==> config.mk <==
export PLATFORM = sky130hd
export DESIGN_NAME = mem_arbiter_flat
export DESIGN_NICKNAME = d
export VERILOG_FILES = /design/src/rtl/mem_arbiter_if.sv /design/src/rtl/mem_arbiter.sv /design/src/flat_wrapper.sv
export SDC_FILE = /design/constraint.sdc
export NUM_CORES = 1
export LEC_CHECK = 0
export ABC_AREA = 1
export CAP_MARGIN = 20
export CORE_AREA = 2 2 118 120
export CTS_CLUSTER_SIZE = 40
export DETAILED_ROUTE_END_ITERATION = 8
export DIE_AREA = 0 0 120 122
export PLACE_DENSITY_LB_ADDON = 0.05
export SYNTH_ARGS = -nofsm -noshare
export SYNTH_HDL_FRONTEND = slang
export SYNTH_SLANG_ARGS = --single-unit
==> constraint.sdc <==
create_clock -name i_clk -period 4.6 [get_ports i_clk]
set_input_delay 0.92 -clock i_clk [delete_from_list [all_inputs] [get_ports i_clk]]
set_output_delay 0.92 -clock i_clk [all_outputs]
set_load 0.005 [all_outputs]
==> src/rtl/mem_arbiter_if.sv <==
// Bundles the two cache ports and the shared memory port of mem_arbiter.
// master = requesters/memory model side, slave = arbiter side.
interface mem_arbiter_if;
    logic        i_p0_ren;
    logic        i_p0_wen;
    logic [31:0] i_p0_addr;
    logic [31:0] i_p0_wdata;
    logic        o_p0_ready;
    logic        o_p0_valid;
    logic [31:0] o_p0_rdata;

    logic        i_p1_ren;
    logic        i_p1_wen;
    logic [31:0] i_p1_addr;
    logic [31:0] i_p1_wdata;
    logic        o_p1_ready;
    logic        o_p1_valid;
    logic [31:0] o_p1_rdata;

    logic [31:0] o_mem_addr;
    logic        o_mem_ren;
    logic        o_mem_wen;
    logic [31:0] o_mem_wdata;
    logic        i_mem_ready;
    logic [31:0] i_mem_rdata;
    logic        i_mem_valid;

    logic [1:0]  o_grant;

    modport master (
        output i_p0_ren, i_p0_wen, i_p0_addr, i_p0_wdata,
        input  o_p0_ready, o_p0_valid, o_p0_rdata,
        output i_p1_ren, i_p1_wen, i_p1_addr, i_p1_wdata,
        input  o_p1_ready, o_p1_valid, o_p1_rdata,
        input  o_mem_addr, o_mem_ren, o_mem_wen, o_mem_wdata,
        output i_mem_ready, i_mem_rdata, i_mem_valid,
        input  o_grant
    );

    modport slave (
        input  i_p0_ren, i_p0_wen, i_p0_addr, i_p0_wdata,
        output o_p0_ready, o_p0_valid, o_p0_rdata,
        input  i_p1_ren, i_p1_wen, i_p1_addr, i_p1_wdata,
        output o_p1_ready, o_p1_valid, o_p1_rdata,
        output o_mem_addr, o_mem_ren, o_mem_wen, o_mem_wdata,
        input  i_mem_ready, i_mem_rdata, i_mem_valid,
        output o_grant
    );
endinterface

==> src/rtl/mem_arbiter.sv <==
// Two-port memory arbiter: owner keeps the bus until it idles and its outstanding reads drain.
// `define MEM_ARBITER_FIXED_PRIO_EN makes port 1 win every IDLE tie; default is round-robin.
module mem_arbiter #(
    parameter int MAX_OUT = 4
) (
    input logic           i_clk,
    input logic           i_rst_n,
    mem_arbiter_if.slave  bus
);

    typedef enum logic [1:0] {IDLE, OWN0, OWN1, DRAIN} state_t;

    localparam logic [2:0] MAX_CNT = 3'(MAX_OUT);

    state_t      state, state_nxt;
    logic [2:0]  cnt, cnt_nxt;
    logic        owner, owner_nxt;
`ifdef MEM_ARBITER_FIXED_PRIO_EN
`else
    logic        rr_last, rr_nxt;
`endif

    logic        cur, own, req0, req1, tie_pick, pick;
    logic        sel_ren, sel_wen, accept, rd_accept, rsp;
    logic [31:0] sel_addr, sel_wdata;

    always_ff @(posedge i_clk or negedge i_rst_n) begin
        if (!i_rst_n) state <= IDLE;
        else          state <= state_nxt;
    end

    always_ff @(posedge i_clk or negedge i_rst_n) begin
        if (!i_rst_n) begin
            cnt   <= '0;
            owner <= 1'b0;
        end else begin
            cnt   <= cnt_nxt;
            owner <= owner_nxt;
        end
    end

`ifdef MEM_ARBITER_FIXED_PRIO_EN
`else
    // Reset value 0 means "port 0 granted last", so port 1 takes the first tie.
    always_ff @(posedge i_clk or negedge i_rst_n) begin
        if (!i_rst_n) rr_last <= 1'b0;
        else          rr_last <= rr_nxt;
    end
`endif

    always_comb begin
        state_nxt = state;
        cnt_nxt   = cnt;
        owner_nxt = owner;
`ifdef MEM_ARBITER_FIXED_PRIO_EN
        tie_pick  = 1'b1;
`else
        rr_nxt    = rr_last;
        tie_pick  = ~rr_last;
`endif

        bus.o_mem_addr  = '0;
        bus.o_mem_wdata = '0;
        bus.o_mem_ren   = 1'b0;
        bus.o_mem_wen   = 1'b0;
        bus.o_grant     = 2'b00;

        req0 = bus.i_p0_ren | bus.i_p0_wen;
        req1 = bus.i_p1_ren | bus.i_p1_wen;
        pick = (req0 && req1) ? tie_pick : req1;

        // DRAIN keeps steering returns to the port that issued the reads.
        cur = (state == OWN1) || ((state == DRAIN) && owner);
        own = (state == OWN0) || (state == OWN1);

        sel_ren   = cur ? bus.i_p1_ren   : bus.i_p0_ren;
        sel_wen   = cur ? bus.i_p1_wen   : bus.i_p0_wen;
        sel_addr  = cur ? bus.i_p1_addr  : bus.i_p0_addr;
        sel_wdata = cur ? bus.i_p1_wdata : bus.i_p0_wdata;

        if (own) begin
            bus.o_mem_addr  = sel_addr;
            bus.o_mem_wdata = sel_wdata;
            bus.o_mem_wen   = sel_wen;
            // Write wins over an illegal ren+wen; reads stall once MAX_OUT are in flight.
            bus.o_mem_ren   = sel_ren & ~sel_wen & (cnt < MAX_CNT);
        end

        accept    = (bus.o_mem_ren | bus.o_mem_wen) & bus.i_mem_ready;
        rd_accept = accept & bus.o_mem_ren;
        // A return with nothing outstanding is stale (e.g. issued before reset) and dropped.
        rsp       = bus.i_mem_valid && (cnt != 3'd0) && (state != IDLE);

        bus.o_p0_ready = accept & ~cur;
        bus.o_p1_ready = accept &  cur;
        bus.o_p0_valid = rsp & ~cur;
        bus.o_p1_valid = rsp &  cur;
        bus.o_p0_rdata = (rsp & ~cur) ? bus.i_mem_rdata : '0;
        bus.o_p1_rdata = (rsp &  cur) ? bus.i_mem_rdata : '0;

        if (state != IDLE) bus.o_grant = cur ? 2'b10 : 2'b01;

        if (rd_accept && !rsp)      cnt_nxt = cnt + 3'd1;
        else if (rsp && !rd_accept) cnt_nxt = cnt - 3'd1;

        case (state)
            IDLE: begin
                if (req0 || req1) begin
                    state_nxt = pick ? OWN1 : OWN0;
                    owner_nxt = pick;
`ifdef MEM_ARBITER_FIXED_PRIO_EN
`else
                    rr_nxt    = pick;
`endif
                end
            end
            OWN0, OWN1: begin
                if (!(sel_ren || sel_wen)) state_nxt = (cnt_nxt == 3'd0) ? IDLE : DRAIN;
            end
            DRAIN: begin
                if (cnt_nxt == 3'd0) state_nxt = IDLE;
            end
            default: state_nxt = IDLE;
        endcase
    end

endmodule

==> src/flat_wrapper.sv <==
// flat-port wrapper written by rule: the top's interface ports become plain ports
module mem_arbiter_flat 
#(
    parameter int MAX_OUT = 4
)
  (i_clk, i_rst_n, bus_i_p0_ren, bus_i_p0_wen, bus_i_p0_addr, bus_i_p0_wdata, bus_o_p0_ready, bus_o_p0_valid, bus_o_p0_rdata, bus_i_p1_ren, bus_i_p1_wen, bus_i_p1_addr, bus_i_p1_wdata, bus_o_p1_ready, bus_o_p1_valid, bus_o_p1_rdata, bus_o_mem_addr, bus_o_mem_ren, bus_o_mem_wen, bus_o_mem_wdata, bus_i_mem_ready, bus_i_mem_rdata, bus_i_mem_valid, bus_o_grant);
  mem_arbiter_if bus_i ();
  input logic i_clk;
  input logic i_rst_n;
  input wire logic [$bits(bus_i.i_p0_ren)-1:0] bus_i_p0_ren;
  input wire logic [$bits(bus_i.i_p0_wen)-1:0] bus_i_p0_wen;
  input wire logic [$bits(bus_i.i_p0_addr)-1:0] bus_i_p0_addr;
  input wire logic [$bits(bus_i.i_p0_wdata)-1:0] bus_i_p0_wdata;
  output wire logic [$bits(bus_i.o_p0_ready)-1:0] bus_o_p0_ready;
  output wire logic [$bits(bus_i.o_p0_valid)-1:0] bus_o_p0_valid;
  output wire logic [$bits(bus_i.o_p0_rdata)-1:0] bus_o_p0_rdata;
  input wire logic [$bits(bus_i.i_p1_ren)-1:0] bus_i_p1_ren;
  input wire logic [$bits(bus_i.i_p1_wen)-1:0] bus_i_p1_wen;
  input wire logic [$bits(bus_i.i_p1_addr)-1:0] bus_i_p1_addr;
  input wire logic [$bits(bus_i.i_p1_wdata)-1:0] bus_i_p1_wdata;
  output wire logic [$bits(bus_i.o_p1_ready)-1:0] bus_o_p1_ready;
  output wire logic [$bits(bus_i.o_p1_valid)-1:0] bus_o_p1_valid;
  output wire logic [$bits(bus_i.o_p1_rdata)-1:0] bus_o_p1_rdata;
  output wire logic [$bits(bus_i.o_mem_addr)-1:0] bus_o_mem_addr;
  output wire logic [$bits(bus_i.o_mem_ren)-1:0] bus_o_mem_ren;
  output wire logic [$bits(bus_i.o_mem_wen)-1:0] bus_o_mem_wen;
  output wire logic [$bits(bus_i.o_mem_wdata)-1:0] bus_o_mem_wdata;
  input wire logic [$bits(bus_i.i_mem_ready)-1:0] bus_i_mem_ready;
  input wire logic [$bits(bus_i.i_mem_rdata)-1:0] bus_i_mem_rdata;
  input wire logic [$bits(bus_i.i_mem_valid)-1:0] bus_i_mem_valid;
  output wire logic [$bits(bus_i.o_grant)-1:0] bus_o_grant;
  assign bus_i.i_p0_ren = bus_i_p0_ren;
  assign bus_i.i_p0_wen = bus_i_p0_wen;
  assign bus_i.i_p0_addr = bus_i_p0_addr;
  assign bus_i.i_p0_wdata = bus_i_p0_wdata;
  assign bus_o_p0_ready = bus_i.o_p0_ready;
  assign bus_o_p0_valid = bus_i.o_p0_valid;
  assign bus_o_p0_rdata = bus_i.o_p0_rdata;
  assign bus_i.i_p1_ren = bus_i_p1_ren;
  assign bus_i.i_p1_wen = bus_i_p1_wen;
  assign bus_i.i_p1_addr = bus_i_p1_addr;
  assign bus_i.i_p1_wdata = bus_i_p1_wdata;
  assign bus_o_p1_ready = bus_i.o_p1_ready;
  assign bus_o_p1_valid = bus_i.o_p1_valid;
  assign bus_o_p1_rdata = bus_i.o_p1_rdata;
  assign bus_o_mem_addr = bus_i.o_mem_addr;
  assign bus_o_mem_ren = bus_i.o_mem_ren;
  assign bus_o_mem_wen = bus_i.o_mem_wen;
  assign bus_o_mem_wdata = bus_i.o_mem_wdata;
  assign bus_i.i_mem_ready = bus_i_mem_ready;
  assign bus_i.i_mem_rdata = bus_i_mem_rdata;
  assign bus_i.i_mem_valid = bus_i_mem_valid;
  assign bus_o_grant = bus_i.o_grant;
  mem_arbiter #(.MAX_OUT(MAX_OUT)) u_core (.i_clk(i_clk), .i_rst_n(i_rst_n), .bus(bus_i));
endmodule
Yosys cells after proc, flatten, opt, wreduce, memory -nomap -nowiden. Cells that the tools add are included.

Flip-flop bits (word level): 6. Input bits: 168. Output and inout port bits: 136. Word-level logic and storage cells: 66.

Add/subtract/negate cells: 2. Order comparisons: 1. Eq/ne operators: 6. Muxes and demuxes: 21. Bitwise operators: 14. Reductions and logical operators: 19.

Operators with widths (count): $mux W32 (6); $mux W2 (7); $and A1 B1 Y1 (8); $logic_and A1 B1 Y1 (6); $mux W3 (2); $pmux W2 S3 (1); $mux W1 (5); $eq A2 B2 Y1 const B (2); $logic_or A1 B1 Y1 (4); $ne A2 B2 Y1 const B (2); $add A3 B1 Y3 const B (1); $logic_not A3 Y1 (1); $lt A3 B3 Y1 const B (1); $not A1 Y1 (3); $or A1 B1 Y1 (3); $reduce_and A3 Y1 (1); $reduce_bool A3 Y1 (1); $sub A3 B1 Y3 const B (1); $eq A2 B1 Y1 const B (1); $logic_not A1 Y1 (2); $logic_not A2 Y1 (1); $ne A2 B1 Y1 const B (1); $reduce_and A2 Y1 (1); $reduce_bool A2 Y1 (1); $reduce_or A2 Y1 (1).

Depth between registers and ports, before layout.
Depth after elaboration: 19. Mapped depth: 17.

Worst setup path before layout. Ideal clock, no wire load.

Path type: input to output. Start: in bus_i_mem_valid. End: out bus_o_p0_rdata[10]. Data arrival time: 1695 ps. Data required time: 3680 ps. Setup slack: 1985 ps. Stages: 5. Buffers on the path: 1. Cells stage by stage: nand3_1 nor2_1 inv_1 clkbuf_1 nor2_1.

Word-level cells in the longest chain between the ends: 4.

Ends and longest elaborated chain: start: declaration (RTL line flat_wrapper.sv:30) `input wire logic [$bits(bus_i.i_mem_valid)-1:0] bus_i_mem_valid;`; $logic_and A1 B1 Y1 (2 in a row) (RTL line mem_arbiter.sv:92) `rsp = bus.i_mem_valid && (cnt != 3'd0) && (state != IDLE);`; $and A1 B1 Y1; named net bus_o_p0_valid (RTL line flat_wrapper.sv:15) `output wire logic [$bits(bus_i.o_p0_valid)-1:0] bus_o_p0_valid;`; $mux W32 (RTL line mem_arbiter.sv:98) `bus.o_p0_rdata = (rsp & ~cur) ? bus.i_mem_rdata : '0;`; end: declaration (RTL line flat_wrapper.sv:16) `output wire logic [$bits(bus_i.o_p0_rdata)-1:0] bus_o_p0_rdata;`.

The timed path passes the listed nets, and every way through them passes these cells.

Worst setup path after layout.
Start: in bus_i_mem_valid. End: out bus_o_p1_rdata[26].

Word-level cells in the longest chain between the ends: 4.

Ends and longest elaborated chain: $logic_and A1 B1 Y1 (2 in a row) (RTL line mem_arbiter.sv:92); $and A1 B1 Y1 (RTL line mem_arbiter.sv:99) `bus.o_p1_rdata = (rsp & cur) ? bus.i_mem_rdata : '0;`; $mux W32 (RTL line mem_arbiter.sv:99); end: declaration (RTL line flat_wrapper.sv:23) `output wire logic [$bits(bus_i.o_p1_rdata)-1:0] bus_o_p1_rdata;`.

Every way passes these cells.

==> summary.md <==
| Metric | Value |
|---|---|
| Class of the worst hold path | `register to register` |
| Post-route minimum period | `slightly below 4 ns` |
| Post-CTS setup buffers | `0` |
| CTS root buffer | `clkbuf_16` |
| Critical Path RT | `~3.7 ns` |
| Leak Pwr | `around 0.0023 µW` |
| Via count | `around 3600` |
| Max cap viols | `0` |
| CTS tree | `built` |
| Final clock skew | `between 0.001 and 0.0015 ns` |
| Post-synth top flop | `dfrtp_1` |
| Worst-Skew Late Latency | `between 0.2 and 0.25 ns` |
| Commonest non-fill, non-tap cell in the layout | `clkdlybuf4s50_1` |
| I/O Buffers | `roughly 300` |
| Sequential area share after synthesis | `7.75%` |
| Die width | `120 µm` |
| Clock-pin slew on the worst setup and hold paths | `~0.030 ns` |
| Startpoint types | `primary input` |
| Tcrit/Tclk final | `86.3%` |
| Site row count | `43` |
| Crit Path Max Fanout | `32` |
| Clock sinks | `6` |
| Drt initial violations | `103` |
| Sequential cell area | `150 µm²` |
| Mapped Nets | `~590` |
| Number of synthesized flops with an enable pin | `0` |
| Final net count | `a little under 900` |
| Depth of the worst hold-timing path | `2` |
| TNS Setup | `0 ns` |
| Vias in the first global route | `around 3400` |
| Crit. End Element | `primary output` |
| Worst Path Arrival | `3.05 ns` |
| Initial antenna violation count | `0` |
| Hold_buf cts | `0` |
| Pre-antenna DRT Iters | `4` |
| Fill count | `~1400` |
| Layout cells sized above 1 | `under 10%` |
| Clk buf depth | `2` |
| # diodes | `0` |
| Count of final setup violators | `0` |
| HPWL after detailed placement | `10900 µm` |
| Cells after Synth | `~420` |
| Syn Std Cell Area | `between 0.0015 and 0.002 mm²` |
| Vias per cell | `between 4 and 5` |
| Slew @ Worst Pin | `1.03 ns` |
| I/O pin count | `between 300 and 400` |
| Largest net degree at the start of global routing | `66` |
| Yosys reg bits | `6` |
| Avg WL per Cell | `roughly 15 µm` |
| Post-Syn Area per Cell | `~4.6 µm²` |
| Worst Setup Slack, final | `0.632 ns` |
| Outcome | `complete, no violations` |
| Hold violation count in the final report | `0` |
| GRT Util Overall | `between 15 and 20%` |
| Total congestion overflow | `0` |
| Peak VDD IR | `0.276 mV` |
| Post-route ant nets | `0` |
| Initial Util | `between 10% and 20%` |
| DP Worst Slack | `a little over 0.6 ns` |
| Most frequent cells in the layout | `303 x clkdlybuf4s50_1, 202 x nor2_1, 67 x o21ai_0` |
| First-pass GRT wire length | `~19000 µm` |
| Max-slew headroom | `about a third` |
| Ys async rst share | `100%` |
| Setup CP Type | `primary input to primary output` |
| Fmax | `about 0.25 GHz` |
| Synth cell types | `25` |
| CTS Buf Count | `3` |
| Core Footprint | `0.0135 mm²` |
| # resized after CTS | `0` |
| Final Slew Violations | `0` |
| H-tree Lvls | `1` |
| Post-route DRC violation count | `0` |
| Full die area | `about 0.015 mm²` |
| Reg2Reg Depth | `17` |
| Yosys warnings | `0` |
| Power Dens Cells | `roughly 560 mW/mm²` |
| Die Span Y | `122 µm` |
| Routed WL | `roughly 13000 µm` |
| Unrepaired setup endpoints after global routing | `no` |
| Area growth syn-to-layout | `168%` |
| Area of the multi-input gates | `between 0.001 and 0.0015 mm²` |
| Final RePlAce weighted congestion | `0.775` |
## power by group
| group | internal, µW | switching, µW |
|---|---|---|
| Sequential | 81.1 | 29.1 |
| Clock | 111 | 26.6 |
| Combinational | 1370 | 1290 |
## kinds of logic (layout without fill, tap and decap cells)
logic type	count (synthesis)	after routing	synth area share, %
DFF	6	6	7.75
AOI/OAI and AO/OA	71	71	18.7
xor gates and xnor gates	2	2	0.904
and+or+nand+nor	254	254	53.6
buffers and inverters	78	360	15.1
adders and majority gates	6	6	3.87
## metal layers
layer,track usage [%],share of wire [%],vias up
met1,16.8,37,1555
li1,-,-,1830
met5,0,0,-
met4,3.53,1.5,0
met3,4.54,9.3,12
met2,32.0,53,186
## flip-flops by register name, summed over array words and instances, names as in the netlist
signal	cells
u_core.cnt	3
u_core.owner	1
u_core.state	2
## stage by stage
step	utilization [%]	instances	total power (µW)	cell area (µm²)	hold slack, ns
finish	38.5	879	2910	5190	0.539
global route	38.5	879	3200	5190	0.573
CTS	38.5	879	2970	5190	0.537
detailed placement	37.9	876	2810	5120	0.530
global placement	37.9	876	2810	5120	0.525
floorplan	-	417	1240	1940	0.476
## synth_stat cells (2+ instances only)
cell type  number  area [µm²]
inv_1          49         184
nand3_2         2        20.0
xnor2_1         2        17.5
clkbuf_1       25        93.8
buf_1           2        7.51
o21ai_0        67         335
inv_2           2        7.51
nand3_1         8        40.0
ha_1            6        75.1
nor2_1        202         758
nand2_1        28         105
nand2_2         6        37.5
dfrtp_1         6         150
## path summary, 6_finish.rpt
path	end	slack [ns]	startpoint
setup / recovery	bus_o_p1_rdata[26]	0.63	bus_i_mem_valid
hold / removal	u_core.state[0]	0.54	u_core.state[0]
setup reg to reg	u_core.state[1]	1.86	u_core.state[1]
min in group asynchronous	u_core.cnt[1]	0.93	i_rst_n
max in group asynchronous	u_core.state[0]	3.46	i_rst_n
hold reg to reg	u_core.state[0]	0.54	u_core.state[0]
## cell type report
class / count / share of cell area, %
tap: 180 / 4.34
inverter: 51 / 3.69
timing repair buffer: 306 / 58.8
multi-input combinational: 333 / 28.8
clock buffer: 3 / 1.45
sequential: 6 / 2.89
## worst max-delay path, cell delays in order
cell             delay [ns]
clkdlybuf4s50_1        0.46
nand3_1                0.20
nor2_1                 0.20
inv_1                  0.45
nor2_1                 0.28
clkdlybuf4s50_1        0.53
No activity file was read; power rests on OpenSTA's default activity.
